--- src/rtl/spi_pkt_master.sv ---
// spi_pkt_master: host-side SPI mode-0 master. Sends a PKT_BYTES packet MSB first,
// one CS_n frame per byte, and collects the slave's MISO bytes into rx_data_o.
module spi_pkt_master #(
   parameter int unsigned CLK_DIV   = 4,
   parameter int unsigned PKT_BYTES = 3,
   parameter int unsigned GAP_CYC   = 8
) (
   input  logic                   clk,
   input  logic                   rst,
   input  logic                   start_i,
   input  logic                   abort_i,
   input  logic [8*PKT_BYTES-1:0] tx_data_i,
   input  logic                   miso_i,
   output logic                   sck_o,
   output logic                   cs_n_o,
   output logic                   mosi_o,
   output logic                   busy_o,
   output logic                   byte_done_o,
   output logic [7:0]             rx_byte_o,
   output logic                   done_o,
   output logic [8*PKT_BYTES-1:0] rx_data_o
);
   localparam int unsigned PW   = 8 * PKT_BYTES;
   localparam int unsigned CMAX = (CLK_DIV > GAP_CYC) ? CLK_DIV : GAP_CYC;
   localparam int unsigned CW   = $clog2(CMAX + 1);
   localparam int unsigned BW   = $clog2(PKT_BYTES + 1);

   typedef enum logic [2:0] {IDLE, LOAD, SETUP, SHIFT, HOLD, GAP, FIN} state_t;

   state_t          state_q;
   logic [CW-1:0]   cnt_q, cnt_d;
   logic [3:0]      tgl_q;
   logic [BW-1:0]   byte_q;
   logic [PW-1:0]   tx_sr_q;
   logic [7:0]      rx_sr_q;
   logic            sck_q, cs_n_q, mosi_q, busy_q, byte_done_q, done_q;
   logic [7:0]      rx_byte_q;
   logic [PW-1:0]   rx_data_q;
   logic            div_end, gap_end;

   // Shared cycle counter: next value and end-of-interval flags.
   always_comb begin
      cnt_d   = cnt_q + CW'(1);
      div_end = (cnt_q == CW'(CLK_DIV - 1));
      gap_end = (cnt_q == CW'(GAP_CYC - 1));
   end

   // Packet sequencer with registered SPI pins and status outputs.
   always_ff @(posedge clk or negedge rst) begin
      if (!rst) begin
         state_q     <= IDLE;
         cnt_q       <= '0;
         tgl_q       <= '0;
         byte_q      <= '0;
         tx_sr_q     <= '0;
         rx_sr_q     <= '0;
         sck_q       <= 1'b0;
         cs_n_q      <= 1'b1;
         mosi_q      <= 1'b0;
         busy_q      <= 1'b0;
         byte_done_q <= 1'b0;
         done_q      <= 1'b0;
         rx_byte_q   <= '0;
         rx_data_q   <= '0;
      end else begin
         byte_done_q <= 1'b0;
         done_q      <= 1'b0;
         if (abort_i && state_q != IDLE) begin
            state_q <= IDLE;
            cnt_q   <= '0;
            tgl_q   <= '0;
            byte_q  <= '0;
            sck_q   <= 1'b0;
            cs_n_q  <= 1'b1;
            mosi_q  <= 1'b0;
            busy_q  <= 1'b0;
         end else begin
            case (state_q)
               IDLE: begin
                  if (start_i && !abort_i) begin
                     tx_sr_q <= tx_data_i;
                     byte_q  <= '0;
                     cnt_q   <= '0;
                     tgl_q   <= '0;
                     state_q <= LOAD;
                  end
               end
               // One cycle between sampling start and driving the bus, so busy and
               // CS_n appear the cycle after the start edge.
               LOAD: begin
                  busy_q  <= 1'b1;
                  cs_n_q  <= 1'b0;
                  mosi_q  <= tx_sr_q[PW-1];
                  state_q <= SETUP;
               end
               SETUP: begin
                  if (div_end) begin
                     cnt_q   <= '0;
                     state_q <= SHIFT;
                  end else begin
                     cnt_q <= cnt_d;
                  end
               end
               SHIFT: begin
                  if (div_end) begin
                     cnt_q <= '0;
                     sck_q <= ~sck_q;
                     tgl_q <= tgl_q + 4'd1;
                     if (!sck_q) begin
                        rx_sr_q <= {rx_sr_q[6:0], miso_i};
                     end else begin
                        // Shift on every fall; the 16th leaves the next byte's MSB on top.
                        tx_sr_q <= tx_sr_q << 1;
                        if (tgl_q != 4'd15) mosi_q <= tx_sr_q[PW-2];
                        else                state_q <= HOLD;
                     end
                  end else begin
                     cnt_q <= cnt_d;
                  end
               end
               HOLD: begin
                  if (div_end) begin
                     cnt_q       <= '0;
                     cs_n_q      <= 1'b1;
                     byte_done_q <= 1'b1;
                     rx_byte_q   <= rx_sr_q;
                     for (int unsigned i = 0; i < PKT_BYTES; i++) begin
                        if (byte_q == BW'(i)) rx_data_q[8*(PKT_BYTES-1-i) +: 8] <= rx_sr_q;
                     end
                     byte_q  <= byte_q + BW'(1);
                     state_q <= GAP;
                  end else begin
                     cnt_q <= cnt_d;
                  end
               end
               GAP: begin
                  if (gap_end) begin
                     cnt_q <= '0;
                     if (byte_q == BW'(PKT_BYTES)) begin
                        done_q  <= 1'b1;
                        busy_q  <= 1'b0;
                        mosi_q  <= 1'b0;
                        state_q <= FIN;
                     end else begin
                        cs_n_q  <= 1'b0;
                        mosi_q  <= tx_sr_q[PW-1];
                        state_q <= SETUP;
                     end
                  end else begin
                     cnt_q <= cnt_d;
                  end
               end
               FIN: state_q <= IDLE;
               default: state_q <= IDLE;
            endcase
         end
      end
   end

   assign sck_o       = sck_q;
   assign cs_n_o      = cs_n_q;
   assign mosi_o      = mosi_q;
   assign busy_o      = busy_q;
   assign byte_done_o = byte_done_q;
   assign rx_byte_o   = rx_byte_q;
   assign done_o      = done_q;
   assign rx_data_o   = rx_data_q;

endmodule

--- config.mk ---
export PLATFORM = sky130hd
export DESIGN_NAME = spi_pkt_master
export DESIGN_NICKNAME = d
export VERILOG_FILES = /design/src/rtl/spi_pkt_master.sv
export SDC_FILE = /design/constraint.sdc
export NUM_CORES = 1
export LEC_CHECK = 0
export CAP_MARGIN = 20
export CORE_UTILIZATION = 48
export DETAILED_ROUTE_END_ITERATION = 12
export PLACE_DENSITY = 0.76
export SETUP_SLACK_MARGIN = 0.4
export SLEW_MARGIN = 30
export SYNTH_ARGS = -nofsm -noshare
export SYNTH_HDL_FRONTEND = slang
export SYNTH_SLANG_ARGS = --single-unit
export TNS_END_PERCENT = 10
--- constraint.sdc ---
create_clock -name clk -period 1.95 [get_ports clk]
set_input_delay 0.39 -clock clk [delete_from_list [all_inputs] [get_ports clk]]
set_output_delay 0.39 -clock clk [all_outputs]
set_load 0.005 [all_outputs]
Word-level counts from Yosys, hierarchy flattened
Cells that the tools add are included.
W data, S select, Z words.
{"block": "word_totals", "register_bits": 83, "inputBits": 29, "wordCells": 127}
{"block": "classes", "add_sub_neg": 3, "eq_ne": 24, "muxes": 52, "bitwise": 2, "reduce_logical": 30}
{"operator": "$mux W24", "n": 3}
{"operator": "$pmux W24 S2", "n": 1}
{"operator": "$ne A3 B3 Y1 const B", "n": 10}
{"operator": "$mux W3", "n": 9}
{"operator": "$mux W4", "n": 6}
{"operator": "$mux W1", "n": 23}
{"operator": "$reduce_and A4 Y1", "n": 5}
{"operator": "$pmux W3 S6", "n": 1}
{"operator": "$pmux W4 S3", "n": 1}
{"operator": "$reduce_and A3 Y1", "n": 4}
{"operator": "$reduce_bool A3 Y1", "n": 4}
{"operator": "$reduce_bool A4 Y1", "n": 3}
{"operator": "$reduce_and A5 Y1", "n": 2}
{"operator": "$add A4 B1 Y4 const B", "n": 2}
{"operator": "$pmux W4 S2", "n": 1}
{"operator": "$reduce_and A7 Y1", "n": 1}
{"operator": "$eq A3 B2 Y1 const B", "n": 2}
{"operator": "$eq A3 B3 Y1 const B", "n": 2}
{"operator": "$mux W2", "n": 3}
{"operator": "$ne A2 B2 Y1 const B", "n": 3}
{"operator": "$pmux W1 S3", "n": 2}
{"operator": "$reduce_bool A2 Y1", "n": 3}
{"operator": "$eq A2 B2 Y1 const B", "n": 2}
{"operator": "$eq A4 B2 Y1 const B", "n": 1}
{"operator": "14 further kinds", "n": 17}

Depth between registers and ports, before layout
Gate-level depths: netlist (run 1).
{"block": "logic_depth", "ltp_word": 6, "ltp_mapped": 9}

Worst setup path before layout (run 1)
OpenSTA, ideal clock, no wires.
{"block": "synth_timing", "path_kind": "register to register", "start": "reg cnt_q[0]", "end": "reg state_q[0]", "setup_time_ns": 0.128, "arrival_ns": 1.860, "required_ns": 1.822, "slack_ns": -0.038, "path_stages_with_launch": 8, "n_path_buf": 1, "period_less_slack_ns": 1.988, "cell_sequence": "dfrtp_1 -> ha_1 -> or3b_1 -> buf_6 -> o21ai_2 -> o21a_1 -> and3_1 -> mux2_1"}
{"block": "synth_between", "elab_chain_len": 3}
{"element": "from (decl)", "line": "31", "rtl": "logic [CW-1:0] cnt_q, cnt_d;"}
{"element": "from (signal assigned)", "line": "101", "rtl": "cnt_q <= cnt_d;"}
{"element": "from (signal assigned)", "line": "118", "rtl": "cnt_q <= cnt_d;"}
{"element": "from (signal assigned)", "line": "133", "rtl": "cnt_q <= cnt_d;"}
{"element": "$eq A4 B3 Y1 or $eq A4 B2 Y1 (tied branches)", "line": "45, 44"}
{"element": "$ne A3 B3 Y1 (no source line)"}
{"element": "$reduce_and A7 Y1 (no source line) *"}
{"element": "to (signal assigned)", "line": "51", "rtl": "state_q <= IDLE;"}
{"element": "to (signal assigned)", "line": "69", "rtl": "state_q <= IDLE;"}
{"element": "to (signal assigned)", "line": "85", "rtl": "state_q <= LOAD;"}
{"element": "to (decl)", "line": "30", "rtl": "state_t state_q;"}
Mark *: on every way between the ends. The rest lies on a longest branch, timed or not.
A chain may end at the register's enable or synchronous reset.

Worst setup path after layout (run 1)
Same ends and word-level chain as after synthesis.

==> results.cfg, run 1 <==
[grt]
grt_usage_pct = 21.6
overflow = 0
grt_pass1_wl_um = 14200
number_of_global_route_vias_before_repair = 3027
maximum_number_of_pins_on_one_net_before_global_route_repair = 60
antenna_violations_before_repair = 0

[power]
power-per-cell-area_nw_per_um2 = 1170
max-vdd-ir-drop_mv = 0.859
total_power_uw = 6410
power.leakage_uw = 0.00271

[floorplanning]
width_of_the_die_um = 92.0
die_h_um = 92.0
fp-row-count = 32
floorplan_core_area_um2 = 7770
initial_core_util_pct = 50.0
floorplan.die_area_um2 = 8450
floorplan.io_pins = 67

[sta]
rsz0062_at_grt = true
final_setup_violation_count = 0
timing.max_slew.rel_slack_pct = 77.2
whs_ps = 471
timing.final.max_slew_violations = 0
layout_min_cycle_time_ps = 1920
maxClockFrequency_mhz = 520
finClkSkew_ps = 6.70
tightest_slew_ps = 339
timing.final.crit_share_pct = 98.7
hold_viol_final = 0

[place]
placement.cell_area_um2 = 4910
dp_hpwl_um = 6000
io_buffers = 66
place.gp.congestion = 0.821

[route]
drt-total-wl_um = 8690
met3_wirelength_um = 368
route.layer.met1.wl_um = 3740
vias_per_cell = 5.29
wire_length_per_cell_um = 15.4
route.detailed.drc = 0
route.vias.total = 2978
drtAntennaViolNets = 0
highest_layer = met4
router_iterations_before_antenna_repair = 4
met2_wirelength_um = 4430
detailedRoute.firstIterationViolations = 118

[logic_synthesis]
netlist_instances = 353
synth.cell_area_um2 = 3880
synth.area.top_cells = sky130_fd_sc_hd__dfrtp_1 (53%), sky130_fd_sc_hd__mux2_2 (9.6%), sky130_fd_sc_hd__mux2i_1 (7.0%)
asyncSetResetFlopFracSynth_pct = 100
top_reg_cell_synth = sky130_fd_sc_hd__dfrtp_1
synth_area_leader_cell = sky130_fd_sc_hd__dfrtp_1
synth_warnings = 0
synth_edf_count = 0
yosysMostFrequentCell = sky130_fd_sc_hd__dfrtp_1
synth_cell_type_count = 45
post_synth.cell_area_avg_um2 = 11.0
post_synth_most_frequent_cells = sky130_fd_sc_hd__dfrtp_1 (82), sky130_fd_sc_hd__nand2_1 (58), sky130_fd_sc_hd__mux2_2 (33), sky130_fd_sc_hd__mux2i_1 (27), sky130_fd_sc_hd__o21ai_1 (20)
ys_ff_latch = 83
synth_largest_type_area_fraction_pct = 52.8
syn_nets = 388
yosysSeqAreaShare_pct = 53.5

[finish]
syn_to_final_growth_pct = 40.6
post-route-util_pct = 70.3
drive_gt1_share_pct = 32.5
n_fill_cell = 577
fin_nets = 491
antenna-diode-count = 0
final_non_filler_cell_area_um2 = 5460

[worst_setup_path]
path_buf_inv = 0
count_of_cell_instances_traversed_by_the_critical_path = 6
critPathMaxStageDelay_ps = 440
critical_path.top_delay_family = simple AND/OR/NAND/NOR gates
worst-setup-path-type = flip-flop to flip-flop
worstPathRequired_ps = 2190
cell_at_the_slowest_stage_of_the_critical_path = sky130_fd_sc_hd__or3b_4
worstPathMaxFanout = 6
ff2ff_path_depth = 6
arrival_time_reported_for_the_critical_path_endpoint_ps = 2160
crit_chain = ha_2 -> or3b_4 -> o21ai_2 -> o21a_1 -> and3_4 -> mux2_4
setup.worst_path.end_class = flip-flop
critPathLaunchType = flip-flop

[clock_network]
cts-buffers-inserted = 9
clock_latency_ps = 350
ctsHtreeMaxLevel = 3
clock_root_cell = sky130_fd_sc_hd__clkbuf_8
clk_transition_reported_paths_ps = 80
cts_tree = built
cts_sinks = 83
clk_path_buf_depth = 2

[worst_hold_path]
worstHoldPathCells = 2
kind_of_path_behind_the_tightest_hold_check = flip-flop to flip-flop

[run_status]
status = completed

[job]
max_cap_violations = 0
## sequential cells by signal (all words and copies together) (netlist names), 2 cells and up
name,cells
cnt_q,4
state_q,3
tgl_q,4
tx_sr_q,24
byte_q,2
rx_data_o,24
rx_byte_o,8
rx_sr_q,8
## final cells by class
class                           count  area [µm²]  area share, %
Clock buffer                       11         141           2.59
Clock inverter                      5        82.6           1.51
Inverter                            8        30.0          0.550
Multi-Input combinational cell    243        1910           35.1
Sequential cell                    83        2080           38.1
Tap cell                          102         128           2.34
Timing Repair Buffer              111        1080           19.8
## worst paths after layout
kind                               from      endpoint  slack (ps)
setup / recovery               cnt_q[0]    state_q[0]          30
hold / removal             rx_byte_o[2]  rx_byte_o[2]         470
setup reg to reg               cnt_q[0]    state_q[0]          30
hold reg to reg            rx_byte_o[2]  rx_byte_o[2]         470
max in group asynchronous           rst    state_q[1]         840
min in group asynchronous           rst   tx_sr_q[17]         480
## repair_timing
item / 4_1_cts / 5_1_grt
cloned: 0 / 1
pin swaps: 5 / 30
gates resized for setup: 5 / 78
setup buffers: 4 / 3
hold endpoints to repair: 23 / 0
hold buffers: 1 / 0
setup endpoints to repair: 118 / 121
## power by group
part | internal, µW | switching, µW
combinational | 1260 | 1380
sequential | 2070 | 322
clock | 764 | 612
## logic make-up (layout without fill, tap and decap cells)
family          count (synthesis)  count (layout)  share of synthesized area, %
flops                          83              83                          53.5
fa+ha+maj                       7               7                          2.19
mux                            61              61                          16.8
simple gates                  109             109                          13.4
buf+inv                        27             135                          3.61
compound gates                 66              66                          10.5
## metrics by stage
step,worst slack (ps),instances,setup TNS (ps)
after floorplan,-30.9,353,-30.9
after global placement,-144,538,-3710
after detailed placement,-157,538,-4950
after CTS,31.5,559,0
after global routing,-44.3,563,-268
final,25.2,563,0
## routing by layer
| layer | GRT usage [%] | up-vias |
|---|---|---|
| li1 | - | 1447 |
| met5 | 0 | - |
| met4 | 9.51 | 0 |
| met3 | 4.56 | 13 |
| met2 | 35.1 | 62 |
| met1 | 27.9 | 1456 |
## tightest hold or removal path, cell delays in order (launching register included)
cell	delay, ps
sky130_fd_sc_hd__dfrtp_1	340
sky130_fd_sc_hd__nand2_1	50
sky130_fd_sc_hd__nand2_1	50
## cell usage in the layout, fill, tap and decap left out, drive strengths merged, types with 2 or more instances in the layout
cell type | Yosys | final
dfrtp | 82 | 82
clkdlybuf4s50 | 0 | 62
nand2 | 59 | 59
buf | 13 | 45
o21ai | 37 | 37
mux2 | 34 | 34
mux2i | 27 | 27
nor2 | 12 | 12
clkbuf | 6 | 11
inv | 8 | 10
nor2b | 10 | 10
nand3 | 8 | 8
a21oi | 7 | 7
ha | 6 | 6
a22o | 4 | 4
nand3b | 3 | 3
or2 | 3 | 3
o21a | 3 | 3
a211oi | 3 | 3
dlymetal6s2s | 0 | 3
nor3b | 3 | 3
nor3 | 3 | 3
and3 | 3 | 3
nand2b | 2 | 2
a21o | 2 | 2
bufinv | 0 | 2
o2111ai | 2 | 2
Power figures use the tool's default switching activity.
==> run 2, diff against run 1 <==
--- a/config.mk
+++ b/config.mk
@@ -5,7 +5,9 @@
 export SDC_FILE = /design/constraint.sdc
 export NUM_CORES = 1
 export LEC_CHECK = 0
+export ABC_AREA = 1
 export CAP_MARGIN = 20
+export CORE_ASPECT_RATIO = 0.9
 export CORE_UTILIZATION = 48
 export DETAILED_ROUTE_END_ITERATION = 12
 export PLACE_DENSITY = 0.76
==> run 2 against run 1 <==
Effect of this change: worst setup slack gained 280 ps; power fell by 2.4%; final cell count is 12% higher; clock skew up 2.9 ps; area after synthesis up 2.6%; via count up 15%; non-clock buffer count decreased by 6; core utilization decreased by 1.8 points; synthesized cell count is 19% higher; maximum frequency rose by 17%; critical path type is now flip-flop to output pin; the run now ends with design-rule violations left; hold slack improved by 15 ps.
==> results.cfg, run 2 <==
[run_status]
status = finished, violations left
violations = design-rule violations

[floorplanning]
floorplan.io_pins = 67
floorplan.die_area_um2 = 8670
width_of_the_die_um = 98.0
fp-row-count = 31
initial_core_util_pct = 49.6
die_h_um = 88.4
floorplan_core_area_um2 = 8030

[logic_synthesis]
synth_cell_type_count = 32
asyncSetResetFlopFracSynth_pct = 100
ys_ff_latch = 83
post_synth_most_frequent_cells = sky130_fd_sc_hd__nand2_1 (113), sky130_fd_sc_hd__dfrtp_1 (82), sky130_fd_sc_hd__o21ai_1 (32), sky130_fd_sc_hd__o21ai_0 (24), sky130_fd_sc_hd__inv_1 (23)
synth.area.top_cells = sky130_fd_sc_hd__dfrtp_1 (52%), sky130_fd_sc_hd__nand2_1 (11%), sky130_fd_sc_hd__mux2i_1 (5.5%)
post_synth.cell_area_avg_um2 = 9.46
synth.cell_area_um2 = 3980
synth_edf_count = 0
synth_warnings = 0
yosysSeqAreaShare_pct = 52.2
synth_largest_type_area_fraction_pct = 51.5
netlist_instances = 421
yosysMostFrequentCell = sky130_fd_sc_hd__nand2_1
synth_area_leader_cell = sky130_fd_sc_hd__dfrtp_1
syn_nets = 456
top_reg_cell_synth = sky130_fd_sc_hd__dfrtp_1

[place]
numPlacedInstances = 580
io_buffers = 66
dp_hpwl_um = 6030
place.gp.congestion = 0.937

[worst_setup_path]
cell_at_the_slowest_stage_of_the_critical_path = sky130_fd_sc_hd__clkdlybuf4s50_1
arrival_time_reported_for_the_critical_path_endpoint_ps = 1260
critPathLaunchType = flip-flop
worst-setup-path-type = flip-flop to output pin
setup.worst_path.end_class = output pin
path_buf_inv = 1
critPathMaxStageDelay_ps = 520
worstPathMaxFanout = 2
count_of_cell_instances_traversed_by_the_critical_path = 1
worstPathRequired_ps = 1560
crit_chain = clkdlybuf4s50_1
critical_path.top_delay_family = buffers and inverters
regToRegStartpoint = state_q[0]
crit_path_start = rx_data_o[15]
ff2ff_path_depth = 10

[power]
power-per-cell-area_nw_per_um2 = 1140
power.leakage_uw = 0.00268
max-vdd-ir-drop_mv = 0.569

[sta]
finClkSkew_ps = 9.61
timing.final.max_slew_violations = 0
maxClockFrequency_mhz = 607
timing.final.crit_share_pct = 84.5
final_setup_violation_count = 0
timing.max_slew.rel_slack_pct = 74.8
tightest_slew_ps = 378
setup_total_negative_slack_ps = 0
rsz0062_at_grt = true
layout_min_cycle_time_ps = 1650
hold_viol_final = 0

[clock_network]
clock_latency_ps = 360
clk_transition_reported_paths_ps = 90
clk_path_buf_depth = 2
cts-buffers-inserted = 9
cts_sinks = 83
cts_tree = built
clock_root_cell = sky130_fd_sc_hd__clkbuf_8
ctsHtreeMaxLevel = 3

[finish]
n_fill_cell = 591
layout_common_cells = sky130_fd_sc_hd__nand2_1 (107), sky130_fd_sc_hd__dfrtp_1 (77), sky130_fd_sc_hd__clkdlybuf4s50_1 (63)
sequential_cell_area_um2 = 2080
drive_gt1_share_pct = 24.3
fin_nets = 561
area_of_the_multi_input_gates_um2 = 1840
syn_to_final_growth_pct = 38.1
layout_commonest_cell = sky130_fd_sc_hd__nand2_1
antenna-diode-count = 0
layout.cells.non_filler = 630

[grt]
grt_pass1_wl_um = 14400
antenna_violations_before_repair = 0
overflow = 0
grt_usage_pct = 21.2
maximum_number_of_pins_on_one_net_before_global_route_repair = 49
number_of_global_route_vias_before_repair = 3099

[route]
drt-total-wl_um = 10200
detailedRoute.firstIterationViolations = 248
drtAntennaViolNets = 0
wire_length_per_cell_um = 16.2
route.vias.total = 3419
router_iterations_before_antenna_repair = 9
route.detailed.drc = 3
vias_per_cell = 5.43

[job]
max_cap_violations = 0

[worst_hold_path]
kind_of_path_behind_the_tightest_hold_check = input pin to async pin
==> run 2: cell types whose count changed in the layout (fill, tap and decap cells not counted), moves of 8 or more <==
cell                      change
sky130_fd_sc_hd__nor2b_1      -8
sky130_fd_sc_hd__o21ai_2     +10
sky130_fd_sc_hd__nand3_1     +13
sky130_fd_sc_hd__buf_4       -11
sky130_fd_sc_hd__o21ai_0     +19
sky130_fd_sc_hd__o21ai_1     +11
sky130_fd_sc_hd__inv_1       +15
sky130_fd_sc_hd__mux2_2      -33
sky130_fd_sc_hd__nand2_1     +67
==> run 2: final cells by class <==
| class | count | share of cell area, % |
|---|---|---|
| Clock buffer | 10 | 2.32 |
| Timing Repair Buffer | 105 | 20.2 |
| Sequential cell | 83 | 37.9 |
| Inverter | 28 | 2.09 |
| Tap cell | 99 | 2.25 |
| Clock inverter | 6 | 1.75 |
| Multi-Input combinational cell | 299 | 33.5 |
==> run 2: path summary, 6_finish.rpt <==
| kind | slack [ps] | end |
|---|---|---|
| setup reg to reg | 320 | state_q[1] |
| hold reg to reg | 490 | rx_data_o[21] |
| max in group asynchronous | 900 | tx_sr_q[2] |
| hold / removal | 490 | busy_o |
| min in group clk | 490 | rx_data_o[21] |
| setup / recovery | 300 | rx_data_o[15] |
==> run 2: what timing repair did <==
action / CTS / global route
hold buffers: 1 / 0
hold endpoints to repair: 23 / 0
buffers inserted: 5 / 19
gates cloned: 1 / 8
setup endpoints to repair: 110 / 117
pin swaps: 1 / 11
resized for setup: 12 / 34
==> run 2: cell families (layout without fill, tap and decap cells) <==
group / Yosys count / count (layout) / share of synthesized area, %
and+or+nand+nor: 179 / 183 / 20.7
AOI/OAI and AO/OA: 86 / 86 / 13.0
DFF: 83 / 83 / 52.2
buffers and inverters: 43 / 149 / 6.28
muxes: 22 / 22 / 5.53
adders and majority gates: 6 / 6 / 1.88
xor gates and xnor gates: 2 / 2 / 0.440
==> run 2: report_power, final <==
group	internal, µW	switching [µW]
Sequential	2080	242
Clock	740	665
Combinational	1160	1360
Total	3990	2270
==> run 2: routing by layer <==
layer	vias to the layer above	track usage [%]	share of wire, %
li1	1612	-	-
met1	1693	28.6	46
met2	101	34.5	48
met3	13	5.37	4.9
met4	0	5.23	1.2
met5	-	0	0
==> run 2: metrics by stage <==
step           util [%]  instance area (µm²)  power (µW)  setup WS [ps]  hold WS [ps]
6_report           68.5                 5500        6250            303           486
5_1_grt            68.5                 5500        6620            217           506
4_1_cts            63.0                 5060        5620            285           487
3_5_place_dp       58.9                 4730        4120           42.0           335
3_3_place_gp       58.9                 4730        4040           89.3           335
2_1_floorplan         -                 3980        3680            487          94.4
